File: src/rtl/frame_buffer_arbiter.sv
// frame_buffer_arbiter: collects one frame of RGB pixels from the UART pixel
// assembler into a single-port frame RAM, locks the completed frame until the
// consumer releases it, and interleaves consumer reads around pixel writes.
// Writes always win the RAM port; a blocked read simply stays pending because
// the requester holds rd_req/rd_addr until rd_gnt.
// Optional build macro: FB_ADDR_CHECK_EN drops and flags writes whose address
// is at or beyond FRAME_PIXELS (addr_err). Without it addr_err is tied low.
//
// state | meaning
// IDLE  | no frame in progress, waiting for the first accepted write
// RECV  | frame being written, waiting for wr_frame_done
// READY | complete frame locked in RAM, writes dropped until rd_release
module frame_buffer_arbiter #(
    parameter int FRAME_PIXELS = 40800,
    parameter int ADDR_W       = 16
) (
    input  logic              clk,
    input  logic              reset,
    input  logic              wr_pixel_done,
    input  logic [ADDR_W-1:0] wr_pixel_cnt,
    input  logic [23:0]       wr_rgb,
    input  logic              wr_frame_done,
    input  logic              rd_req,
    input  logic [ADDR_W-1:0] rd_addr,
    output logic              rd_gnt,
    output logic              rd_valid,
    output logic [23:0]       rd_data,
    input  logic              rd_release,
    output logic              ram_en,
    output logic              ram_we,
    output logic [ADDR_W-1:0] ram_addr,
    output logic [23:0]       ram_wdata,
    input  logic [23:0]       ram_rdata,
    output logic              frame_ready,
    output logic              overrun,
    output logic              addr_err,
    output logic [ADDR_W-1:0] wr_count
);

    typedef enum logic [1:0] {
        S_IDLE  = 2'd0,
        S_RECV  = 2'd1,
        S_READY = 2'd2
    } state_t;

    localparam logic [ADDR_W-1:0] LP_COUNT_MAX = ADDR_W'(FRAME_PIXELS);

    state_t            r_state;
    logic              r_frame_ready;
    logic              r_overrun;
    logic              r_rd_valid;
    logic [ADDR_W-1:0] r_wr_count;

    logic w_addr_ok;
    logic w_wr_accept;
    logic w_wr_drop;
    logic w_rd_issue;
    logic w_to_idle;

`ifdef FB_ADDR_CHECK_EN
    // Compare one bit wider so FRAME_PIXELS == 2**ADDR_W still works.
    localparam logic [ADDR_W:0] LP_FRAME_LIMIT = (ADDR_W+1)'(FRAME_PIXELS);
    logic r_addr_err;
    logic w_addr_bad;

    assign w_addr_ok  = ({1'b0, wr_pixel_cnt} < LP_FRAME_LIMIT);
    assign w_addr_bad = wr_pixel_done && (r_state != S_READY) && !w_addr_ok;

    // Sticky out-of-range flag, cleared only when the locked frame is released.
    always_ff @(posedge clk) begin
        if (reset) begin
            r_addr_err <= 1'b0;
        end else if (w_to_idle) begin
            r_addr_err <= 1'b0;
        end else if (w_addr_bad) begin
            r_addr_err <= 1'b1;
        end
    end

    assign addr_err = r_addr_err;
`else
    assign w_addr_ok = 1'b1;
    assign addr_err  = 1'b0;
`endif

    // Writes never stall; a read takes the port only in cycles with no write.
    assign w_wr_accept = !reset && wr_pixel_done && (r_state != S_READY) && w_addr_ok;
    assign w_wr_drop   = wr_pixel_done && (r_state == S_READY);
    assign w_rd_issue  = !reset && rd_req && !w_wr_accept;
    assign w_to_idle   = (r_state == S_READY) && rd_release;

    // Combinational RAM port mux: write, else read, else all-zero idle.
    always_comb begin
        ram_en    = 1'b0;
        ram_we    = 1'b0;
        ram_addr  = '0;
        ram_wdata = '0;
        rd_gnt    = 1'b0;
        if (w_wr_accept) begin
            ram_en    = 1'b1;
            ram_we    = 1'b1;
            ram_addr  = wr_pixel_cnt;
            ram_wdata = wr_rgb;
        end else if (w_rd_issue) begin
            ram_en   = 1'b1;
            ram_addr = rd_addr;
            rd_gnt   = 1'b1;
        end
    end

    // Frame FSM with registered frame_ready, write counter, overrun and read-valid pipe.
    always_ff @(posedge clk) begin
        if (reset) begin
            r_state       <= S_IDLE;
            r_frame_ready <= 1'b0;
            r_overrun     <= 1'b0;
            r_rd_valid    <= 1'b0;
            r_wr_count    <= '0;
        end else begin
            r_rd_valid <= w_rd_issue;
            if (w_wr_accept && (r_wr_count < LP_COUNT_MAX)) begin
                r_wr_count <= r_wr_count + 1'b1;
            end
            if (w_wr_drop) begin
                r_overrun <= 1'b1;
            end
            case (r_state)
                S_IDLE: begin
                    if (w_wr_accept) begin
                        r_state <= S_RECV;
                    end
                end
                S_RECV: begin
                    // A write coincident with wr_frame_done is already counted above.
                    if (wr_frame_done) begin
                        r_state       <= S_READY;
                        r_frame_ready <= 1'b1;
                    end
                end
                S_READY: begin
                    // Release wins over a same-cycle dropped write: new frame starts clean.
                    if (rd_release) begin
                        r_state       <= S_IDLE;
                        r_frame_ready <= 1'b0;
                        r_overrun     <= 1'b0;
                        r_wr_count    <= '0;
                    end
                end
                default: begin
                    r_state       <= S_IDLE;
                    r_frame_ready <= 1'b0;
                end
            endcase
        end
    end

    // The RAM registers its output, so data lines up with the cycle after the grant.
    assign rd_data     = r_rd_valid ? ram_rdata : 24'h0;
    assign rd_valid    = r_rd_valid;
    assign frame_ready = r_frame_ready;
    assign overrun     = r_overrun;
    assign wr_count    = r_wr_count;

endmodule

File: config.mk
export PLATFORM = sky130hd
export DESIGN_NAME = frame_buffer_arbiter
export DESIGN_NICKNAME = d
export VERILOG_FILES = /design/src/rtl/frame_buffer_arbiter.sv
export SDC_FILE = /design/constraint.sdc
export NUM_CORES = 1
export LEC_CHECK = 0
export ABC_CLOCK_PERIOD_IN_PS = 3000
export CELL_PAD_IN_SITES_DETAIL_PLACEMENT = 0
export CELL_PAD_IN_SITES_GLOBAL_PLACEMENT = 2
export CORE_UTILIZATION = 12
export CTS_BUF_LIST = sky130_fd_sc_hd__clkbuf_4 sky130_fd_sc_hd__clkbuf_8 sky130_fd_sc_hd__clkbuf_16
export CTS_CLUSTER_SIZE = 12
export DETAILED_ROUTE_END_ITERATION = 12
export PLACE_DENSITY = 0.91
export REMOVE_ABC_BUFFERS = 1
export SLEW_MARGIN = 10
export SYNTH_ARGS = -nofsm -noshare
export SYNTH_HDL_FRONTEND = slang
export SYNTH_SLANG_ARGS = --single-unit
File: constraint.sdc
create_clock -name clk -period 3 [get_ports clk]
set_input_delay 0.9 -clock clk [delete_from_list [all_inputs] [get_ports clk]]
set_output_delay 0.9 -clock clk [all_outputs]
set_load 0.01 [all_outputs]
-- After elaboration in Yosys (flattened, before gate mapping)
Index checks and enable logic that the tools add are counted.
Widths: inputs -> output; s select.
- bits in registers: 21
- input bits: 86
- output and inout bits: 87
- word-level logic and storage cells: 46
- add/subtract/negate cells: 1
- $lt $le $gt $ge: 1
- equality and inequality tests: 6
- muxes and demuxes: 21
- bitwise gates (word level): 1
- reductions and logical operators: 11
- operators by type and width (cell ; number):
    $mux 16 ; 5
    $mux 24 ; 2
    $add 16x1->16 const B ; 1
    $lt 16x16->1 const B ; 1
    $mux 1 ; 9
    $ne 2x2->1 const B ; 4
    $logic_and 1x1->1 ; 6
    $mux 2 ; 3
    $pmux 2 s3 ; 1
    $reduce_and 3->1 ; 2
    $pmux 1 s3 ; 1
    $eq 2x1->1 const B ; 1
    $eq 2x2->1 const B ; 1
    $logic_not 1->1 ; 2
    $logic_not 2->1 ; 1
    $not 1->1 ; 1

-- Longest topological paths before layout
Gate-level depths: netlist of the first run.
- depth after elaboration: 7
- mapped depth: 6
- gate-level depth less buffers: 5

-- Worst setup path before layout of the first run
Ideal clock, no wire load.
- path type: input to output
- start: in wr_pixel_done
- end: out ram_addr[10]
- data arrival time: 2126 ps
- required time: 2100 ps
- path slack: -26 ps
- stages: 6
- buffers on the path: 2
- path through: nor2b_1 -> buf_1 -> nand2_1 -> clkinv_1 -> buf_1 -> a22o_1
- cells in the longest elaborated chain, start to end: 6
- RTL lines (what ; line ; RTL):
    start: declaration ; 19 ; input logic wr_pixel_done,
    $logic_and 1x1->1 (*) (2 in a row) ; 87 ; assign w_wr_accept = !reset && wr_pixel_done && (r_state != S_READY) && w_addr_ok;
    $logic_not 1->1 ; 89 ; assign w_rd_issue = !reset && rd_req && !w_wr_accept;
    $logic_and 1x1->1 ; 89 ;
    $mux 16 ; 104 ; end else if (w_rd_issue) begin
    $mux 16 (*) ; 99 ; if (w_wr_accept) begin
    end: declaration ; 31 ; output logic [ADDR_W-1:0] ram_addr,
Every way passes the cells marked *; elsewhere a longest branch is shown, timed or not.

-- Worst setup path after layout of the first run
- start: in ram_rdata[0]
- end: out rd_data[0]
- cells in the longest elaborated chain, start to end: 1
- RTL lines (what ; line ; RTL):
    start: declaration ; 33 ; input logic [23:0] ram_rdata,
    $mux 24 ; 158 ; assign rd_data = r_rd_valid ? ram_rdata : 24'h0;
    end: declaration ; 27 ; output logic [23:0] rd_data,
No other way between the ends.

==> results of run 1 <==
-- Yosys cell counts --
master     number
o41ai_1         1
mux2i_1         3
buf_4           1
or4b_2          1
o211ai_1        4
buf_2           1
buf_1           2
nand3_1         3
a22o_1         16
nor4_1          2
and2_1         25
and3_1         25
nor3_1          4
or2_2           1
nor2b_1         2
ha_1            1
clkbuf_1       10
nand2_1        15
or4b_1          2
o21ai_0         3
o31ai_1         9
inv_1           4
conb_1          1
or3_1           2
a2111oi_0       1
nand2b_1        3
clkinv_1        1
nor2_1          4
a21oi_1        16
and3b_1         1
nand4_1         4
o21a_1          3
nand3b_1        1
or4_1           8
dfxtp_1        21
-- power groups by stage --
stage	Combinational (W)	Sequential [W]	Clock (W)
after floorplan	0.0000830	0.000302	0
after global placement	0.000312	0.000301	0
after detailed placement	0.000315	0.000301	0
after CTS	0.000319	0.000295	0.000299
after global routing	0.000337	0.000296	0.000308
final	0.000314	0.000295	0.000293
-- final cells by class --
type / instances / area [sq um] / share of cell area, %
Clock buffer: 4 / 82.6 / 2.28
Inverter: 5 / 23.8 / 0.655
Multi-Input combinational cell: 161 / 1070 / 29.6
Sequential cell: 21 / 420 / 11.6
Tap cell: 168 / 210 / 5.79
Timing Repair Buffer: 191 / 1820 / 50.1
-- path summary, 6_finish.rpt --
| path | startpoint | end | slack (ns) | cells past startpoint |
|---|---|---|---|---|
| max | ram_rdata[0] | rd_data[0] | 0.07 | 3 |
| max reg2reg | wr_count[14]$_SDFF_PP0_ | wr_count[6]$_SDFF_PP0_ | 0.85 | 4 |
| min | frame_ready$_SDFFE_PP0P_ | frame_ready$_SDFFE_PP0P_ | 0.46 | 2 |
| min reg2reg | frame_ready$_SDFFE_PP0P_ | frame_ready$_SDFFE_PP0P_ | 0.46 | 2 |
-- critical path, cell delays in order --
cell and delay, ns:
clkdlybuf4s50_1 0.44, and2_1 0.12, clkdlybuf4s50_1 0.57
-- cells by family after synthesis --
family	Yosys count
buffers and inverters	19
AOI/OAI and AO/OA	53
muxes	3
other	1
DFF	21
and+or+nand+nor	103
adders and majority gates	1
-- per-layer routing --
layer	GRT usage (%)	up-vias
met2	19.1	108
met3	1.85	3
met1	13.0	1029
li1	-	1117
met5	0	-
met4	0.779	0
-- through the flow --
step / instance area (sq um) / hold slack, ns / util (%) / TNS [ns]
after floorplan: 1470 / 0.473 / - / -4.79
after global placement: 3510 / 0.453 / 28.7 / -20.56
after detailed placement: 3510 / 0.454 / 28.7 / -22.45
after CTS: 3620 / 0.462 / 29.6 / -0.00631
after global routing: 3630 / 0.499 / 29.7 / 0
final: 3630 / 0.460 / 29.7 / 0
-- sequential cells by signal, indices dropped and copies added (netlist names) --
name,flops
overrun,1
rd_valid,1
r_state,2
wr_count,16
frame_ready,1
-- timing repair --
| item | 4_1_cts | 5_1_grt |
|---|---|---|
| setup buffers | 3 | 0 |
| gates resized for setup | 157 | 12 |
| pin swaps | 2 | 1 |
| endpoints found under the setup margin | 43 | 28 |
| gates cloned | 4 | 0 |
| hold buffers | 0 | 0 |
==> metrics.txt, run 1 <==
Setup crit start kind=input pin; status=finished, final reports clean; worst endpoint data arrival time=2.03 ns; Flop pwr share=32.7%; XOR/XNOR Fraction of Synth Area=0%; commonest non-fill, non-tap cells in the layout=125 x clkdlybuf4s50_1, 25 x and2_1, 24 x buf_2; final WL=7160 um; Syn. warnings=0; Non-Filler Instances=550; n_diodes=0; clock latency on the worst-skew pair=0.25 ns; final hold viol count=0; DP Wirelength=5600 um; largest net degree at the start of global routing=26; Period Utilization, post-route=97.7%; RSZ-0062 raised after global routing=false; Design Power=0.000901 W; GPL Wtd Cong=0.733; Root Buffer=clkbuf_16; share of cells above drive strength 1=17.0%; Pint=0.000681 W; top layer reached by signal wires=met4; clock slew at reported path FFs=0.06 ns; Area Overhead vs Synth=137%; peak fanout along the critical path=1; Unique masters post-synth=35; Seq cells post-synth=21; maximum VDD drop=0.172 mV; Combinational Power Share=34.8%; Post-Syn Instances=201; Crit Path Class=in2out; MaxCap Viol Count=0; met2 wire length=3630 um; share of the synthesized area in the top cell type=27.5%; Clock Power Share=32.5%; sequential area share after synthesis=27.5%; vias in the first global route=2153; LEAKAGE=1.46 nW; Sink Count=21; Hold/Removal Path Class=reg2reg; post-synthesis compound-gate area fraction=24.4%; synth top area cells=dfxtp_1 27%, and2_1 10%, and3_1 10%, a22o_1 9.2%, a21oi_1 5.2%; Clock Skew=0.00248 ns; Layout Nets=470; Netlist Area Pre-Place=1530 sq um; Antenna Nets Post-Route=0; via count=2257; final setup fails=0; leading cell type in the layout, fill and taps excluded=clkdlybuf4s50_1; Port Buffers=171; Detailed Route Iter0 Violations=52; initial antenna violation count=0; area leader, netlist=dfxtp_1; drt first pass iters=4; Slew headroom=53.0%; wire length of the first global-routing pass=11000 um; Inst Count DP=540; FMAX=0.341 GHz; total grt overflow=0; syn_area_per_cell=7.61 sq um; Switch Pwr=0.000220 W; post-synthesis simple-gate area fraction=40.1%; Initial Util=12.5%; FP Rows=40; die height=115 um; Tmin final=2.93 ns; Power per Cell Area=248 nW/um^2; multiplexer share of the synthesized area=1.96%; fillcell total=1354; final worst slack=0.0697 ns; Final Max Tran Viols=0; crit end category=output port; Tightest Pin Transition=0.697 ns; main combinational cell family by area after synthesis=simple AND/OR/NAND/NOR gates; Critical Path RT=2.10 ns; die width=115 um; Tot GR Track Use=10.4%; dpl ws=-0.571 ns; Post-Synth Adder-Cell Area=0.818%; Sw Ratio=24.5%; M1 WL=3050 um; Clock Path Buffers=2; CTS tree=yes; DR WL met3=464 um; number of remaining DRC errors=0; Die Area=13200 sq um; via/cell ratio=4.10; H-tree depth=1; Top Ports=173; core box area=12200 sq um; WL/cell=13.0 um; TritonCTS Buffers=3
No activity file was read; power rests on OpenSTA's default activity.
==> run 2: changes to the inputs <==
- ABC_CLOCK_PERIOD_IN_PS: 3000 -> 3600
- CORE_UTILIZATION: 12 -> 13
- PLACE_DENSITY: 0.91 -> 0.95
- clock period: 3 -> 3.6 ns (I/O delays scaled with it)
==> run 2 against run 1 <==
Utilization is 1.1 points higher; first-iteration DRC count grew 92%; critical path depth increased by 4; die area down 7.6%; sequential cell count did not move; sequential power down 16%; clock skew is 0.0030 ns higher; cell area decreased by 2.9%; critical endpoint is now ram_addr[13]; clock-buffer cell count down 1; non-clock buffer count decreased by 9; register-to-register slack improved by 0.67 ns; clock power shrank 18%.
==> metrics.txt, run 2 (same netlist as run 1, synthesis figures left out) <==
status=finished, final reports clean; Critical Path RT=2.52 ns; drt first pass iters=4; Hold Crit Start=frame_ready$_SDFFE_PP0P_; post-layout util=30.9%; DP Wirelength=6180 um; leading cell type in the layout, fill and taps excluded=clkdlybuf4s50_1; Layout Nets=461; H-tree depth=1; GPL Wtd Cong=0.832; worst r2r src=wr_count[3]$_SDFF_PP0_; via count=2169; LEAKAGE=1.46 nW; share of cells above drive strength 1=7.24%; largest net degree at the start of global routing=27; max reg flops=16; Root Buffer=clkbuf_16; WHS Endpoint=frame_ready$_SDFFE_PP0P_; final hold viol count=0; Area Overhead vs Synth=130%; Crit Path Class=in2out; MaxCap Viol Count=0; worst hold margin=0.467 ns; Tot GR Track Use=12.2%; worst endpoint data arrival time=2.47 ns; Non-Filler Instances=516; Antenna Nets Post-Route=0; Inst Count DP=509; FP Rows=39; Setup crit start kind=input pin; wire length of the first global-routing pass=12200 um; maximum VDD drop=0.154 mV; Clock Skew=0.00543 ns; Slew headroom=58.2%; Hold/Removal Path Class=reg2reg; clock slew at reported path FFs=0.06 ns; core box area=11400 sq um; Die Area=12200 sq um; final setup fails=0; via/cell ratio=4.20; RSZ-0062 raised after global routing=false; Period Utilization, post-route=98.7%; crit end category=output port; die width=110 um; Top Ports=173; Port Buffers=171; Tmin final=3.55 ns; FMAX=0.281 GHz; final WL=7720 um; Tightest Pin Transition=0.620 ns; WL/cell=15.0 um; Clock Path Buffers=2; n_diodes=0; R2R cell count=4; Detailed Route Iter0 Violations=100; initial antenna violation count=0; worst r2r dst=wr_count[14]$_SDFF_PP0_; Power per Cell Area=209 nW/um^2; die height=110 um; Initial Util=13.4%; total grt overflow=0; flop-to-flop setup slack=1.52 ns; CTS tree=yes; dpl ws=-0.329 ns; setup TNS=0 ns; final worst slack=0.0473 ns; number of remaining DRC errors=0; Hold Buf Count CTS=0; Sink Count=21; vias in the first global route=2117; Min-Delay Path Depth=2; commonest non-fill, non-tap cells in the layout=127 x clkdlybuf4s50_1, 31 x dlygate4sd2_1, 25 x and2_1, 25 x and3_1, 21 x dfxtp_1; Final Max Tran Viols=0; peak fanout along the critical path=17; clock latency on the worst-skew pair=0.26 ns; TritonCTS Buffers=3
-- run 2: cell types whose count changed in the layout (fill, tap and decap cells not counted), sizes merged --
| cell | change |
|---|---|
| buf | -36 |
| dlygate4sd2 | +26 |
| clkbuf | +3 |
| clkdlybuf4s15 | -3 |
| clkdlybuf4s50 | +2 |
| bufbuf | -1 |
| clkinv | +1 |
| dlymetal6s2s | -1 |
-- run 2: repair_timing --
action	in CTS	in global routing
gates cloned	2	0
resized for setup	64	13
pin swaps	1	1
setup buffers	1	0
setup endpoints to repair	43	13
-- run 2: worst max-delay path: stages --
cell and delay (ns):
clkdlybuf4s50_1 0.43, nor2b_4 0.15, nand2_2 0.10, clkinv_2 0.07, buf_12 0.15, a22o_1 0.21
dlygate4sd2_1 0.28
-- run 2: cell type report --
| type | count | area, sq um |
|---|---|---|
| Inverter | 5 | 20.0 |
| Sequential cell | 21 | 420 |
| Clock buffer | 3 | 75.1 |
| Multi-Input combinational cell | 161 | 1060 |
| Tap cell | 143 | 179 |
| Timing Repair Buffer | 182 | 1760 |
| Clock inverter | 1 | 5.00 |
| Fill cell | 1257 | 7900 |
-- run 2: stage by stage --
stage	cell area, sq um	power, W
floorplan	1470	0.000321
CTS	3540	0.000743
global route	3520	0.000773
detailed placement	3430	0.000512
global placement	3430	0.000509
finish	3520	0.000736
-- run 2: how the worst max path moves through the flow --
stage / slack, ns / start / endpoint
floorplan: -0.06 / wr_pixel_done / ram_addr[0]
global placement: -0.30 / wr_pixel_done / ram_addr[12]
detailed placement: -0.33 / reset / ram_addr[10]
CTS: 0.007 / wr_pixel_done / ram_addr[10]
global route: 0.0005 / wr_pixel_done / ram_addr[8]
finish: 0.05 / wr_pixel_done / ram_addr[13]
-- run 2: per-layer routing --
layer / vias up / GRT usage [%] / routed length [um]
li1: 1094 / - / -
met2: 72 / 20.2 / 3750
met4: 0 / 3.56 / 142
met5: - / 0 / 0
met3: 13 / 2.03 / 331
met1: 990 / 16.0 / 3500
-- run 2: power by group --
| group | switching, W | internal, W | total, W |
|---|---|---|---|
| sequential | 0.00000936 | 0.000238 | 0.000248 |
| clock | 0.0000897 | 0.000149 | 0.000239 |
| combinational | 0.0000880 | 0.000161 | 0.000249 |
| total | 0.000187 | 0.000549 | 0.000736 |
==> run 3: changes to the inputs <==
- GPL_TIMING_DRIVEN: default -> 0
==> run 3 against run 2 <==
Critical path depth is 2 lower; register-to-register slack got worse by 0.02 ns; wire length is 1.1% lower; cell count is 0.97% lower; via count is 1.2% lower; hold slack better by 0.0068 ns; non-clock buffer count shrank 7; utilization shrank 0.18 points; critical path type unchanged; largest power group unchanged.
==> metrics.txt, run 3 (same netlist as run 1, synthesis figures left out) <==
status=finished, final reports clean; H-tree depth=1; CTS tree=yes; Slew headroom=49.9%; flop-to-flop setup slack=1.50 ns; Min-Delay Path Depth=2; peak fanout along the critical path=13; total grt overflow=0; worst r2r dst=wr_count[6]$_SDFF_PP0_; LEAKAGE=1.36 nW; Layout Nets=456; leading cell type in the layout, fill and taps excluded=clkdlybuf4s50_1; Initial Util=13.4%; Critical Path RT=2.52 ns; Clock Skew=0.00478 ns; die height=110 um; clock latency on the worst-skew pair=0.26 ns; Crit Path Class=in2out; Hold/Removal Path Class=reg2reg; MaxCap Viol Count=0; DP Wirelength=5930 um; worst endpoint data arrival time=2.45 ns; GPL Wtd Cong=0.836; RSZ-0062 raised after global routing=false; max reg flops=16; n_diodes=0; R2R cell count=4; Period Utilization, post-route=97.9%; die width=110 um; crit end category=output port; number of remaining DRC errors=0; Placement Cell Area=3370 sq um; Tot GR Track Use=11.5%; post-route cell area=3500 sq um; Hold Buf Count CTS=0; post-layout util=30.7%; Tightest Pin Transition=0.748 ns; WL/cell=15.0 um; TritonCTS Buffers=3; FMAX=0.284 GHz; core box area=11400 sq um; wire length of the first global-routing pass=11400 um; Sink Count=21; WHS Endpoint=frame_ready$_SDFFE_PP0P_; commonest non-fill, non-tap cells in the layout=152 x clkdlybuf4s50_1, 25 x and2_1, 25 x and3_1; clock slew at reported path FFs=0.06 ns; final WL=7640 um; Power per Cell Area=212 nW/um^2; Detailed Route Iter0 Violations=87; Tmin final=3.53 ns; Clock Path Buffers=2; Antenna Nets Post-Route=0; fillcell total=1219; final hold viol count=0; via count=2142; largest net degree at the start of global routing=30; initial antenna violation count=0; FP Rows=39; final setup fails=0; Sequential cell area=420 sq um; vias in the first global route=1986; area occupied by multi-input gates=1090 sq um; Port Buffers=171; maximum VDD drop=0.153 mV; via/cell ratio=4.19; Hold Crit Start=frame_ready$_SDFFE_PP0P_; Top Ports=173; Root Buffer=clkbuf_16; Setup crit start kind=input pin; Area Overhead vs Synth=129%; Final Max Tran Viols=0; worst r2r src=wr_count[14]$_SDFF_PP0_; drt first pass iters=4; share of cells above drive strength 1=6.25%; Die Area=12200 sq um; setup TNS=0 ns
[run 3: cell types whose count changed in the layout (fill, tap and decap cells not counted), moves of 2 or more]
cell,change
clkbuf_2,-3
clkdlybuf4s50_1,+25
clkdlybuf4s15_1,-7
buf_4,-4
dlygate4sd2_1,-17
buf_12,-2
buf_2,+2
[run 3: worst max-delay path: stages]
cell and delay, ns:
buf_2 0.19, nor2b_4 0.21, buf_4 0.19, and3_1 0.21, clkdlybuf4s50_1 0.56
[run 3: worst max-delay path by stage]
stage                             start             to  slack, ns  cells past startpoint
after floorplan           wr_pixel_done    ram_addr[0]      -0.06                      4
after CTS                         reset  ram_wdata[18]      -0.02                      5
after global placement    wr_pixel_done    ram_addr[1]      -1.91                      6
after detailed placement  wr_pixel_done    ram_addr[1]      -1.47                      6
final                     wr_pixel_done  ram_wdata[17]       0.07                      5
after global routing             rd_req   ram_addr[13]       0.01                      6
[run 3: per-layer routing]
| layer | up-vias | wire [um] | GRT usage [%] |
|---|---|---|---|
| met5 | - | 0 | 0 |
| met4 | 0 | 40 | 1.60 |
| met3 | 4 | 314 | 1.81 |
| met2 | 61 | 3890 | 20.3 |
| met1 | 990 | 3400 | 15.0 |
| li1 | 1087 | - | - |
[run 3: cell type report]
cell class	instances	area share, %
Timing Repair inverter	1	0.143
Timing Repair Buffer	175	48.8
Inverter	5	0.679
Sequential cell	21	12.0
Multi-Input combinational cell	162	31.0
Tap cell	143	5.11
Clock buffer	3	2.14
Clock inverter	1	0.143
[run 3: report_power, final]
part           internal, W  switching (W)  total, W
clock             0.000150      0.0000942  0.000244
combinational     0.000162      0.0000894  0.000252
sequential        0.000238     0.00000945  0.000248
total             0.000550       0.000193  0.000743
[run 3: per-stage QoR]
| stage | setup slack (ns) | std cells | power [W] | hold slack, ns |
|---|---|---|---|---|
| after floorplan | -0.0561 | 187 | 0.000321 | 0.473 |
| after global placement | -1.91 | 501 | 0.000501 | 0.453 |
| after detailed placement | -1.47 | 502 | 0.000504 | 0.459 |
| after CTS | -0.0195 | 511 | 0.000749 | 0.471 |
| after global routing | 0.0104 | 511 | 0.000774 | 0.492 |
| final | 0.0742 | 511 | 0.000743 | 0.474 |
[run 3: what timing repair did]
item / 4_1_cts / 5_1_grt
pin swaps: 0 / 0
setup buffers: 3 / 0
cloned: 2 / 0
resized for setup: 36 / 7
endpoints found under the setup margin: 43 / 17
